<file path="src/rtl/uart_tx_arbiter_pkg.sv">
// Shared types and constants for the UART transmit arbiter.
package uart_ctrl_pkg;

  localparam int BYTE_W            = 8;
  localparam int UART_FRAME_CYCLES = 12;

  typedef enum logic [1:0] {
    ST_IDLE = 2'd0,
    ST_SEND = 2'd1,
    ST_WAIT = 2'd2
  } state_e;

endpackage

</file>
<file path="src/rtl/uart_tx_arbiter_if.sv">
// Requester and UART handshake bundle for the arbiter; master drives requests and txdone.
interface uart_tx_arbiter_if #(
  parameter int NUM_REQ = 4
);
  import uart_ctrl_pkg::*;

  logic [NUM_REQ-1:0]        req;
  logic [NUM_REQ-1:0]        req_last;
  logic [BYTE_W*NUM_REQ-1:0] req_data;
  logic [NUM_REQ-1:0]        grant_ack;
  logic [BYTE_W-1:0]         tx_byte;
  logic                      tx_send;
  logic                      tx_done;
  logic                      busy;
  logic                      timeout_err;

  modport master (
    output req, req_last, req_data, tx_done,
    input  grant_ack, tx_byte, tx_send, busy, timeout_err
  );

  modport slave (
    input  req, req_last, req_data, tx_done,
    output grant_ack, tx_byte, tx_send, busy, timeout_err
  );

endinterface

</file>
<file path="src/rtl/uart_tx_arbiter_pick.sv">
// Combinational rotate-priority pick: first set bit of mask_i at or after ptr_i, wrapping.
module uart_rr_pick #(
  parameter  int NUM_REQ = 4,
  localparam int IW      = (NUM_REQ > 1) ? $clog2(NUM_REQ) : 1
) (
  input  logic [NUM_REQ-1:0] mask_i,
  input  logic [IW-1:0]      ptr_i,
  output logic [IW-1:0]      idx_o,
  output logic               valid_o
);

  function automatic logic [IW-1:0] rot_idx(input logic [IW-1:0] p, input int k);
    int s;
    s = int'(p) + k;
    s = (s >= NUM_REQ) ? (s - NUM_REQ) : s;
    return IW'(s);
  endfunction

  // Scan from lowest priority to highest so the candidate nearest ptr_i is written last.
  always_comb begin
    logic [IW-1:0] cand_v;
    idx_o   = '0;
    valid_o = 1'b0;
    cand_v  = '0;
    for (int k = NUM_REQ - 1; k >= 0; k--) begin
      cand_v  = rot_idx(ptr_i, k);
      idx_o   = mask_i[cand_v] ? cand_v : idx_o;
      valid_o = valid_o | mask_i[cand_v];
    end
  end

endmodule

</file>
<file path="src/rtl/uart_tx_arbiter.sv">
// Round-robin arbiter sharing one 8N1 UART transmitter between NUM_REQ byte sources,
// with message locking and a watchdog on txdone and on a stalled lock owner.
module uart_tx_arbiter
  import uart_ctrl_pkg::*;
#(
  parameter int NUM_REQ = 4,
  parameter int TIMEOUT = 32
) (
  input logic              clk,
  input logic              rst,
  uart_tx_arbiter_if.slave bus
);

  localparam int              IW       = (NUM_REQ > 1) ? $clog2(NUM_REQ) : 1;
  localparam int              CW       = $clog2(TIMEOUT + 1);
  localparam logic [CW-1:0]   CNT_LIM  = CW'(TIMEOUT);
  localparam logic [IW-1:0]   LAST_IDX = IW'(NUM_REQ - 1);
  localparam logic [NUM_REQ-1:0] ONE_HOT0 = NUM_REQ'(1);

  state_e              state_q, state_d;
  logic [CW-1:0]       cnt_q, cnt_d;
  logic                lock_q, lock_d;
  logic [IW-1:0]       owner_q, owner_d;
  logic [IW-1:0]       rr_ptr_q, rr_ptr_d;
  logic [BYTE_W-1:0]   tx_byte_q, tx_byte_d;
  logic                tx_send_q, tx_send_d;
  logic [NUM_REQ-1:0]  grant_ack_q, grant_ack_d;
  logic                busy_q, busy_d;
  logic                timeout_err_q, timeout_err_d;

  logic [NUM_REQ-1:0]  elig_s;
  logic [IW-1:0]       pick_idx_s;
  logic                pick_vld_s;
  logic [CW-1:0]       cnt_inc_s;

  // While locked only the owner may win, so other requesters simply wait.
  assign elig_s    = lock_q ? (bus.req & (ONE_HOT0 << owner_q)) : bus.req;
  assign cnt_inc_s = (cnt_q == CNT_LIM) ? cnt_q : (cnt_q + CW'(1));

  uart_rr_pick #(.NUM_REQ(NUM_REQ)) u_pick (
    .mask_i  (elig_s),
    .ptr_i   (rr_ptr_q),
    .idx_o   (pick_idx_s),
    .valid_o (pick_vld_s)
  );

  // Next-state, lock, watchdog counter and registered-output decisions.
  always_comb begin
    state_d       = state_q;
    cnt_d         = cnt_q;
    lock_d        = lock_q;
    owner_d       = owner_q;
    rr_ptr_d      = rr_ptr_q;
    tx_byte_d     = tx_byte_q;
    tx_send_d     = 1'b0;
    grant_ack_d   = '0;
    timeout_err_d = 1'b0;
    case (state_q)
      ST_IDLE: begin
        if (pick_vld_s) begin
          state_d     = ST_SEND;
          tx_send_d   = 1'b1;
          grant_ack_d = ONE_HOT0 << pick_idx_s;
          tx_byte_d   = bus.req_data[{pick_idx_s, 3'b000} +: BYTE_W];
          lock_d      = ~bus.req_last[pick_idx_s];
          owner_d     = pick_idx_s;
          rr_ptr_d    = (pick_idx_s == LAST_IDX) ? IW'(0) : (pick_idx_s + IW'(1));
          cnt_d       = '0;
        end else if (lock_q) begin
          if (cnt_q == CNT_LIM) begin
            lock_d        = 1'b0;
            timeout_err_d = 1'b1;
            cnt_d         = '0;
          end else begin
            cnt_d = cnt_inc_s;
          end
        end else begin
          cnt_d = '0;
        end
      end
      ST_SEND: begin
        state_d = ST_WAIT;
        cnt_d   = CW'(1);
      end
      ST_WAIT: begin
        // txdone takes priority over an expiry landing in the same cycle.
        if (bus.tx_done) begin
          state_d = ST_IDLE;
          cnt_d   = '0;
        end else if (cnt_q == CNT_LIM) begin
          state_d       = ST_IDLE;
          cnt_d         = '0;
          lock_d        = 1'b0;
          timeout_err_d = 1'b1;
        end else begin
          cnt_d = cnt_inc_s;
        end
      end
      default: begin
        state_d = ST_IDLE;
        cnt_d   = '0;
        lock_d  = 1'b0;
      end
    endcase
    busy_d = (state_d != ST_IDLE) || lock_d;
  end

  // State and output registers.
  always_ff @(posedge clk or posedge rst) begin
    if (rst) begin
      state_q       <= ST_IDLE;
      cnt_q         <= '0;
      lock_q        <= 1'b0;
      owner_q       <= '0;
      rr_ptr_q      <= '0;
      tx_byte_q     <= 8'h00;
      tx_send_q     <= 1'b0;
      grant_ack_q   <= '0;
      busy_q        <= 1'b0;
      timeout_err_q <= 1'b0;
    end else begin
      state_q       <= state_d;
      cnt_q         <= cnt_d;
      lock_q        <= lock_d;
      owner_q       <= owner_d;
      rr_ptr_q      <= rr_ptr_d;
      tx_byte_q     <= tx_byte_d;
      tx_send_q     <= tx_send_d;
      grant_ack_q   <= grant_ack_d;
      busy_q        <= busy_d;
      timeout_err_q <= timeout_err_d;
    end
  end

  assign bus.tx_byte     = tx_byte_q;
  assign bus.tx_send     = tx_send_q;
  assign bus.grant_ack   = grant_ack_q;
  assign bus.busy        = busy_q;
  assign bus.timeout_err = timeout_err_q;

endmodule
</file>
<file path="src/flat_wrapper.sv">
// flat-port wrapper written by rule: the top's interface ports become plain ports
module uart_tx_arbiter_flat import uart_ctrl_pkg::*;
#(
  parameter int NUM_REQ = 4,
  parameter int TIMEOUT = 32
)
  (clk, rst, bus_req, bus_req_last, bus_req_data, bus_tx_done, bus_grant_ack, bus_tx_byte, bus_tx_send, bus_busy, bus_timeout_err);
  uart_tx_arbiter_if #(.NUM_REQ(NUM_REQ)) bus_i ();
  input logic clk;
  input logic rst;
  input wire logic [$bits(bus_i.req)-1:0] bus_req;
  input wire logic [$bits(bus_i.req_last)-1:0] bus_req_last;
  input wire logic [$bits(bus_i.req_data)-1:0] bus_req_data;
  input wire logic [$bits(bus_i.tx_done)-1:0] bus_tx_done;
  output wire logic [$bits(bus_i.grant_ack)-1:0] bus_grant_ack;
  output wire logic [$bits(bus_i.tx_byte)-1:0] bus_tx_byte;
  output wire logic [$bits(bus_i.tx_send)-1:0] bus_tx_send;
  output wire logic [$bits(bus_i.busy)-1:0] bus_busy;
  output wire logic [$bits(bus_i.timeout_err)-1:0] bus_timeout_err;
  assign bus_i.req = bus_req;
  assign bus_i.req_last = bus_req_last;
  assign bus_i.req_data = bus_req_data;
  assign bus_i.tx_done = bus_tx_done;
  assign bus_grant_ack = bus_i.grant_ack;
  assign bus_tx_byte = bus_i.tx_byte;
  assign bus_tx_send = bus_i.tx_send;
  assign bus_busy = bus_i.busy;
  assign bus_timeout_err = bus_i.timeout_err;
  uart_tx_arbiter #(.NUM_REQ(NUM_REQ), .TIMEOUT(TIMEOUT)) u_core (.clk(clk), .rst(rst), .bus(bus_i));
endmodule
</file>
<file path="config.mk">
export PLATFORM = sky130hd
export DESIGN_NAME = uart_tx_arbiter_flat
export DESIGN_NICKNAME = d
export VERILOG_FILES = /design/src/rtl/uart_tx_arbiter_pkg.sv /design/src/rtl/uart_tx_arbiter_if.sv /design/src/rtl/uart_tx_arbiter_pick.sv /design/src/rtl/uart_tx_arbiter.sv /design/src/flat_wrapper.sv
export SDC_FILE = /design/constraint.sdc
export NUM_CORES = 1
export LEC_CHECK = 0
export BUFFER_PORTS_ARGS = -buffer_cell sky130_fd_sc_hd__buf_2
export CORE_UTILIZATION = 30
export DETAILED_ROUTE_END_ITERATION = 6
export GPL_TIMING_DRIVEN = 1
export SYNTH_ARGS = -nofsm -noshare
export SYNTH_HDL_FRONTEND = slang
export SYNTH_HIERARCHICAL = 1
export SYNTH_SLANG_ARGS = --single-unit
</file>
<file path="constraint.sdc">
create_clock -name clk -period 3.05 [get_ports clk]
set_input_delay 0.61 -clock clk [delete_from_list [all_inputs] [get_ports clk]]
set_output_delay 0.61 -clock clk [all_outputs]
set_load 0.03 [all_outputs]
</file>
Yosys cells after proc, flatten, opt, wreduce, memory -nomap -nowiden
Index checks and enable logic that the tools add are counted.
{"block": "totals", "reg_bits": 28}
{"block": "classes", "addsub": 9, "n_lt_le_gt_ge": 9, "n_eq_ne": 4, "shift": 3, "muxes": 44, "n_bitwise": 5, "n_reduce_logical": 4}
{"op": "indexed part select 32 x 6 -> 8 bit", "count": 1}
{"op": "2-to-1 mux 2 bit", "count": 12}
{"op": "2-to-1 mux 6 bit", "count": 4}
{"op": "case mux 6 bit (3 select lines)", "count": 1}
{"op": "2-to-1 mux 1 bit", "count": 16}
{"op": "< comparator 2 x 3 -> 1 bit (second input constant)", "count": 5}
{"op": "2-to-1 mux 4 bit", "count": 3}
{"op": "binary-select mux 1 bit (select 2 bit)", "count": 5}
{"op": ">= comparator 3 bit (second input constant)", "count": 3}
{"op": "<< shifter 1 x 2 -> 4 bit (first input constant)", "count": 2}
{"op": "subtractor 2 x 1 -> 2 bit (second input constant)", "count": 4}
{"op": "adder 2 x 2 -> 3 bit (second input constant)", "count": 2}
{"op": "adder 6 x 1 -> 6 bit (second input constant)", "count": 1}
{"op": "equality test 6 bit (second input constant)", "count": 1}
{"op": "case mux 2 bit (3 select lines)", "count": 1}
{"op": "AND 4 bit", "count": 1}
{"op": "equality test 2 bit (second input constant)", "count": 2}
{"op": "adder 2 x 1 -> 3 bit (second input constant)", "count": 1}
{"op": ">= comparator 2 x 3 -> 1 bit (second input constant)", "count": 1}
{"op": "OR 1 bit", "count": 3}
{"op": "case mux 1 bit (3 select lines)", "count": 1}
{"op": "adder 2 x 1 -> 2 bit (second input constant)", "count": 1}
{"op": "equality test 2 x 1 -> 1 bit (second input constant)", "count": 1}
{"op": "zero test 2 bit", "count": 1}
{"op": "other kinds (5)", "count": 5}

Logic depth before layout (Yosys ltp)
Gate-level depths: netlist of run 1.
{"block": "depth", "depth_word": 15, "ltp_mapped": 10, "mapped_depth_nobuf": 9}

By module
Netlist of run 1, hierarchy kept.
{"mod": "uart_tx_arbiter", "n_inst": 1, "cells_per_inst": 132, "area_each_um2": 1451.4, "seq_area_each_um2": 700.7}
{"mod": "uart_rr_pick", "n_inst": 1, "cells_per_inst": 15, "area_each_um2": 81.3, "seq_area_each_um2": 0.0}

Worst setup path after synthesis of run 1
No wires, ideal clock.
{"block": "synth_path", "path_kind": "input -> register", "startpoint": "input bus_req[3]", "endpoint": "register u_core.tx_byte_q[0] (netlist: u_core/bus.tx_byte[0])", "arrival_time_ns": 2.414, "slack_ns": 0.518, "cell_stages": 8, "n_path_buf": 1, "cell_sequence": "a21boi_0 > inv_1 > a22o_1 > a211oi_2 > buf_2 > mux4_2 > nand2_1 > nand2_1"}
{"block": "synth_between", "elab_chain_len": 9, "elab_cells_between_ends": 19, "classes_between": "1 x shift; 13 x mux; 4 x bitwise; 1 x reduce/logical"}
{"element": "start: declaration", "line_no": "flat_wrapper.sv:11", "text": "input wire logic [$bits(bus_i.req)-1:0] bus_req;"}
{"element": "AND 4 bit", "line_no": "uart_tx_arbiter.sv:37", "text": "assign elig_s = lock_q ? (bus.req & (ONE_HOT0 << owner_q)) : bus.req;"}
{"element": "2-to-1 mux 4 bit *", "line_no": "uart_tx_arbiter.sv:37"}
{"element": "binary-select mux 1 bit (select 2 bit)", "line_no": "uart_tx_arbiter_pick.sv:27", "text": "idx_o = mask_i[cand_v] ? cand_v : idx_o;"}
{"element": "2-to-1 mux 1 bit (not written as such)", "line_no": "uart_tx_arbiter_pick.sv:27"}
{"element": "2-to-1 mux 2 bit (3 in a row)", "line_no": "uart_tx_arbiter_pick.sv:27"}
{"element": "2-to-1 mux 2 bit *", "line_no": "uart_tx_arbiter_pick.sv:27"}
{"element": "via u_core.pick_idx_s[0]", "line_no": "uart_tx_arbiter.sv:32", "text": "logic [IW-1:0] pick_idx_s;"}
{"element": "indexed part select 32 x 6 -> 8 bit *", "line_no": "uart_tx_arbiter.sv:64", "text": "tx_byte_d = bus.req_data[{pick_idx_s, 3'b000} +: BYTE_W];"}
{"element": "end signal: assignment", "line_no": "uart_tx_arbiter.sv:127", "text": "tx_byte_q <= tx_byte_d;"}
{"element": "end: declaration", "line_no": "uart_tx_arbiter.sv:25", "text": "logic [BYTE_W-1:0] tx_byte_q, tx_byte_d;"}
The timed path passes the listed nets; every way through them passes the cells marked *. The select of a mux whose other input is x is not followed.
A chain may end at the register's enable or synchronous reset.

Worst setup path in the final report of run 1
{"block": "layout_path", "startpoint": "register u_core.owner_q[1]", "endpoint": "register u_core.tx_byte_q[2] (netlist: u_core/bus.tx_byte[2])"}
{"block": "layout_between", "elab_chain_len": 10, "elab_cells_between_ends": 20, "classes_between": "2 x shift; 13 x mux; 4 x bitwise; 1 x reduce/logical"}
{"element": "start: declaration", "line_no": "uart_tx_arbiter.sv:23", "text": "logic [IW-1:0] owner_q, owner_d;"}
{"element": "start signal: assignment", "line_no": "uart_tx_arbiter.sv:125", "text": "owner_q <= owner_d;"}
{"element": "<< shifter 1 x 2 -> 4 bit *", "line_no": "uart_tx_arbiter.sv:37"}
{"element": "AND 4 bit *", "line_no": "uart_tx_arbiter.sv:37"}
{"element": "2-to-1 mux 4 bit *", "line_no": "uart_tx_arbiter.sv:37"}
{"element": "via u_core.elig_s[1]", "line_no": "uart_tx_arbiter.sv:31", "text": "logic [NUM_REQ-1:0] elig_s;"}
{"element": "binary-select mux 1 bit (select 2 bit)", "line_no": "uart_tx_arbiter_pick.sv:27"}
{"element": "2-to-1 mux 1 bit (not written as such)", "line_no": "uart_tx_arbiter_pick.sv:27"}
{"element": "2-to-1 mux 2 bit (3 in a row)", "line_no": "uart_tx_arbiter_pick.sv:27"}
{"element": "2-to-1 mux 2 bit *", "line_no": "uart_tx_arbiter_pick.sv:27"}
{"element": "via u_core.pick_idx_s[0]", "line_no": "uart_tx_arbiter.sv:32"}
{"element": "indexed part select 32 x 6 -> 8 bit *", "line_no": "uart_tx_arbiter.sv:64"}
Marked as above.

==> key figures, run 1 <==
Power and ir drop
  – Pwr/cell area: 956 nW/um^2
  – Tot Pwr: 0.00190 W
  – Peak supply drop: 398 uV
  – Total leakage power: 1.01 nW

Clock network
  – Resize count post-CTS: 0
  – Clock transition at path regs: 0.10 ns
  – Clk root buf: clkbuf_8
  – Number of hold buffers added after cts: 0
  – Worst skew pair latency: 0.28 ns
  – Post-CTS Setup Inserts: 0
  – Total CTS buffers: 3
  – Total clock sinks: 28
  – TritonCTS clock tree: yes
  – Clock buffer depth: 2
  – H-Tree Depth: 1

Yosys
  – Synth unique cells: 33
  – Area leader, netlist: dfrtp_1
  – Seq cells post-synth: 28
  – Synthesized Nets: 196
  – Post-Syn Instances: 147
  – Yosys warning count: 6
  – Post-Syn Area: 1530 sq um
  – Synth top area share: 0.457
  – Sequential area share after synthesis: 0.457
  – Synth top area cells: dfrtp_1, mux4_2, nand2_1, ha_1, inv_1
  – Syn Area/Cell: 10.4 sq um

Timing
  – Worst setup margin: 0.637 ns
  – Slew at the pin closest to its max-slew limit: 0.431 ns
  – Crit share post-route: 0.791
  – Final number of setup-violating endpoints: 0
  – Fin Clk Skew: 0.0115 ns
  – Max Freq: 414 MHz
  – Period minus WS final: 2.41 ns
  – Post-Route Setup TNS: 0 ns
  – RSZ-0062 raised after global routing: no
  – Slew Limit Fails: 0
  – Final Hold Viols: 0
  – Max transition margin: 0.710

Finish
  – Filler cell count: 507
  – Area grow syn2layout: 29.3%
  – Finished Cell Area: 1980 sq um
  – Reg area: 701 sq um
  – Layout net count: 258
  – Final Core Density: 0.411
  – Layout cells sized above 1: 0.389
  – N_diodes: 0
  – Multi-input logic area: 777 sq um

Floorplanning
  – I/O pin count: 58
  – Die width: 73.5 um
  – Core area: 4820 sq um
  – Row cnt: 25
  – Area of the die: 5400 sq um
  – Die Ht: 73.5 um
  – Initial core utilization: 0.318

Worst setup path
  – Crit Path Class: reg -> reg
  – Worst Setup SP: u_core/owner_q[1]
  – Worst Path Max Fanout: 13
  – R2r startpoint: u_core/owner_q[1]
  – CP startpoint kind: flip-flop
  – CP required: 3.23 ns
  – CP Capture Type: flip-flop
  – Critical Path AT: 2.59 ns

Global route
  – GR Overflow Total: 0
  – Largest net degree at the start of global routing: 29
  – Vias in the first global route: 1248
  – Tot GR Track Use: 0.139
  – Initial antenna violation count: 0
  – First-pass GRT wire length: 5700 um

Route
  – Drt total wl: 3250 um
  – # DRC: 0
  – Post-route ant nets: 0
  – TritonRoute pass-1 iters: 4
  – Via count: 1246
  – Vias per cell: 4.53
  – Iter 0 DRT Violations: 32
  – Routed len/inst: 11.8 um

Placed design
  – Port bufs: 57
  – Gpl congestion: 0.728
  – Area after DPL: 1910 sq um
  – Dpl ws: 0.497 ns
  – Detail Placement HPWL: 2490 um

Job
  – Maxcap violations: 0

Outcome
  – Outcome: completed

Hold path
  – Worst Hold Class: in -> async
==> path summary, 6_finish.rpt <==
check | end | slack (ns) | cells past startpoint
setup / recovery | u_core/bus.tx_byte[2] | 0.64 | 9
hold / removal | u_core/bus.tx_byte[1] | 0.37 | 3
setup reg to reg | u_core/bus.tx_byte[2] | 0.64 | 9
hold reg to reg | u_core/bus.tx_byte[1] | 0.49 | 2
max in group asynchronous | u_core/owner_q[1] | 2.40 | 3
min in group clk | u_core/bus.tx_byte[1] | 0.49 | 2
==> layout make-up <==
cell class / instances / share of cell area
Multi-Input combinational cell: 105 / 0.392
Sequential cell: 28 / 0.354
Timing Repair Buffer: 60 / 0.155
Tap cell: 67 / 0.0423
Clock buffer: 3 / 0.0208
Inverter: 11 / 0.0208
Clock inverter: 1 / 0.0152
==> where the power goes <==
| part | switching (W) | internal (W) | total (W) |
|---|---|---|---|
| registers | 0.000105 | 0.000509 | 0.000614 |
| logic | 0.000588 | 0.000403 | 0.000990 |
| clock network | 0.000115 | 0.000176 | 0.000291 |
==> metal layers <==
metal / GRT usage / vias to the layer above / share of wire
met5: 0 / - / 0
met2: 0.227 / 42 / 0.47
met4: 0.0192 / 0 / 0.0040
li1: - / 622 / -
met3: 0.0384 / 2 / 0.063
met1: 0.188 / 580 / 0.46
==> cell usage in the layout, fill, tap and decap left out, types with 2 or more instances in the layout <==
master / count
buf_2: 57
nand2_1: 34
dfrtp_1: 28
inv_1: 10
mux4_2: 9
nor2_1: 7
nand2b_1: 6
ha_1: 6
o21ai_0: 5
and3_1: 5
a21boi_0: 4
a21oi_1: 4
clkbuf_8: 3
buf_4: 3
nand2_2: 2
or2b_2: 2
o22ai_1: 2
nand3_1: 2
xor2_1: 2
xnor2_1: 2
==> synthesized netlist by cell type <==
cell type and number:
inv_1 10, a21boi_0 4, or2b_2 2, a21oi_1 4, mux4_2 9, nor4b_1 1
o22ai_1 2, xnor2_1 2, nand2_2 2, dfrtp_1 28, nand2b_1 6, buf_2 2
ha_1 6, nor3b_1 1, and3_1 5, mux2i_1 1, and2_1 1, a211oi_2 1
o31ai_1 1, o211ai_1 1, a22o_1 1, nor2_1 7, clkbuf_1 1, xor2_1 2
or3b_1 1, and2_2 1, o31ai_2 1, a21oi_2 1, nand2_1 34, o21ai_0 5
a211oi_1 1, nand3_1 2, clkinv_1 1
==> kinds of logic after synthesis <==
logic type,count (synthesis),share of synthesized area
and+or+nand+nor,63,0.197
adders and majority gates,6,0.0490
xor gates and xnor gates,4,0.0229
muxes,10,0.139
DFF,28,0.457
AOI/OAI and AO/OA,22,0.0996
buffers and inverters,14,0.0359
==> state kept, by name (all words and copies together) (netlist names) <==
| name | count |
|---|---|
| u_core/bus.busy | 1 |
| u_core/bus.grant_ack | 4 |
| u_core/bus.timeout_err | 1 |
| u_core/bus.tx_byte | 8 |
| u_core/bus.tx_send | 1 |
| u_core/cnt_q | 6 |
| u_core/lock_q | 1 |
| u_core/owner_q | 2 |
| u_core/rr_ptr_q | 2 |
| u_core/state_q | 2 |
==> critical path: stages (launching register included) <==
cell	delay, ns
dfrtp_1	0.43
nand2b_1	0.15
a21boi_0	0.37
nand2b_1	0.17
a21oi_1	0.08
a211oi_2	0.19
buf_4	0.27
mux4_2	0.52
nand2_1	0.08
nand2_1	0.06
==> per-stage QoR <==
step,hold WS (ns),instances
2_1_floorplan,0.462,147
3_3_place_gp,0.455,271
3_5_place_dp,0.464,271
4_1_cts,0.389,275
5_1_grt,0.393,275
6_report,0.375,275
No activity file was read; power rests on OpenSTA's default activity.
==> inputs of run 2 (changes only) <==
==> constraint.sdc (replaced) <==
create_clock -name clk -period 2.3 [get_ports clk]
set_input_delay 0.46 -clock clk [delete_from_list [all_inputs] [get_ports clk]]
set_output_delay 0.46 -clock clk [all_outputs]
set_load 0.03 [all_outputs]
==> run 2 against run 1 <==
Effect of this change:
- sequential cell count is the same
- first-iteration DRC count up 59%
- clock power up 34%
- maximum frequency is 7.1% higher
==> key figures, run 2 (synthesized netlist as in run 1, its figures left out) <==
Outcome
  – Outcome: completed

Route
  – Post-route ant nets: 0
  – Vias per cell: 4.57
  – Drt total wl: 3530 um
  – # DRC: 0
  – TritonRoute pass-1 iters: 4
  – Via count: 1289
  – Routed len/inst: 12.5 um
  – Iter 0 DRT Violations: 51

Power and ir drop
  – Reg power frac: 0.297
  – Combinational Power Share: 0.565
  – Pwr/cell area: 1320 nW/um^2
  – Tot Pwr: 0.00281 W
  – Psw: 0.00119 W
  – Switching share of power: 0.422
  – Power share of the clock group: 0.138
  – Internal power: 0.00163 W
  – Peak supply drop: 520 uV
  – Total leakage power: 1.08 nW

Finish
  – Area grow syn2layout: 39.5%
  – N_diodes: 0
  – Most frequent cells in the layout: buf_2, nand2_1, dfrtp_1, inv_1, mux4_2
  – Finished Cell Area: 2140 sq um
  – Most common cell after layout, fill and taps aside: buf_2
  – Fin cells: 282
  – Layout net count: 265
  – Layout cells sized above 1: 0.470
  – Largest register FFs: 8
  – Filler cell count: 491

Clock network
  – Worst skew pair latency: 0.28 ns
  – Post-CTS Setup Inserts: 0
  – Clock buffer depth: 2
  – Clk root buf: clkbuf_8
  – Total CTS buffers: 3
  – Clock transition at path regs: 0.10 ns
  – H-Tree Depth: 1
  – TritonCTS clock tree: yes
  – Total clock sinks: 28

Global route
  – GR Layer Usage met3: 0.0398
  – Vias in the first global route: 1267
  – GR Overflow Total: 0
  – First-pass GRT wire length: 5620 um
  – Met1 Usage GRT: 0.178
  – Tot GR Track Use: 0.137
  – Busiest grt layer: met2
  – GRT met2 Usage: 0.229
  – Largest net degree at the start of global routing: 29
  – Initial antenna violation count: 0

Worst setup path
  – Slowest cell on the critical path: mux4_2
  – CP Cell Sequence: buf_4 -> nand2b_4 -> a21boi_4 -> a22o_1 -> a211oi_4 -> clkbuf_16 -> mux4_2 -> o22ai_1
  – CP Capture Type: flip-flop
  – CP required: 2.51 ns
  – CP startpoint kind: flip-flop
  – Critical Path AT: 2.46 ns
  – Worst Path Max Fanout: 6
  – Crit Path Class: reg -> reg
  – Critical path's largest stage delay: 0.49 ns

Timing
  – Fin Clk Skew: 0.00928 ns
  – Final number of setup-violating endpoints: 0
  – Crit share post-route: 0.980
  – Max Freq: 444 MHz
  – Slew Limit Fails: 0
  – Period minus WS final: 2.25 ns
  – Slew at the pin closest to its max-slew limit: 0.340 ns
  – Final Hold Viols: 0
  – RSZ-0062 raised after global routing: yes
  – Max transition margin: 0.772

Floorplanning
  – Initial core utilization: 0.318
  – Row cnt: 25
  – Die width: 73.5 um
  – Area of the die: 5400 sq um
  – I/O pin count: 58
  – Die Ht: 73.5 um
  – Core area: 4820 sq um

Hold path
  – Worst Hold Class: in -> async

Placed design
  – Placed insts: 277
  – Detail Placement HPWL: 2570 um
  – Area after DPL: 1970 sq um
  – Gpl congestion: 0.763
  – Port bufs: 57

Job
  – Maxcap violations: 0
[run 2: cell type report]
| cell class | instances | area (sq um) | share of cell area |
|---|---|---|---|
| inverter | 11 | 41.3 | 0.0193 |
| sequential | 28 | 703 | 0.329 |
| timing repair buffer | 67 | 390 | 0.183 |
| multi-input combinational | 105 | 848 | 0.397 |
| tap | 67 | 83.8 | 0.0392 |
| clock inverter | 1 | 30.0 | 0.0140 |
| clock buffer | 3 | 41.3 | 0.0193 |
[run 2: power groups by stage]
stage	Combinational (W)	Sequential [W]	Clock (W)
3_3_place_gp	0.00142	0.000814	0
2_1_floorplan	0.000812	0.00101	0
5_1_grt	0.00177	0.000860	0.000415
3_5_place_dp	0.00145	0.000812	0
6_report	0.00159	0.000835	0.000389
4_1_cts	0.00145	0.000805	0.000397
[run 2: what timing repair did]
action	CTS	global route
resized for setup	0	20
hold buffers	0	0
endpoints found under the setup margin	0	11
[run 2: metrics by stage]
step                      hold slack [ns]  worst slack, ns  TNS [ns]   util
after floorplan                     0.462           0.0262         0      -
after global placement              0.458          -0.0377    -0.297  0.409
after detailed placement            0.456          -0.0615    -0.396  0.409
after CTS                           0.230           0.0246         0  0.423
after global routing                0.244          -0.0356    -0.255  0.444
final                               0.219           0.0469         0  0.444
[run 2: worst max-delay path, delay by kind of cell, from the launching register on]
family / cells / cell delay, ns
multiplexers: 1 / 0.49
AND/OR/NAND/NOR: 1 / 0.07
AO/OA/AOI/OAI: 4 / 0.79
buffers and inverters: 2 / 0.39
flip-flops: 1 / 0.44
[run 2: final timing paths]
path | from | to | slack (ns) | depth (start not counted)
setup / recovery | u_core/owner_q[1] | u_core/lock_q | 0.05 | 8
hold / removal | rst | u_core/bus.tx_byte[5] | 0.22 | 3
setup reg to reg | u_core/owner_q[1] | u_core/lock_q | 0.05 | 8
hold reg to reg | u_core/bus.tx_byte[6] | u_core/bus.tx_byte[6] | 0.48 | 2
max in group asynchronous | rst | u_core/owner_q[0] | 1.80 | 3
min in group clk | u_core/bus.tx_byte[6] | u_core/bus.tx_byte[6] | 0.48 | 2
[run 2: layer usage]
layer	share of wire	vias up
met4	0.013	0
met2	0.48	50
met5	0	-
li1	-	638
met1	0.44	597
met3	0.067	4
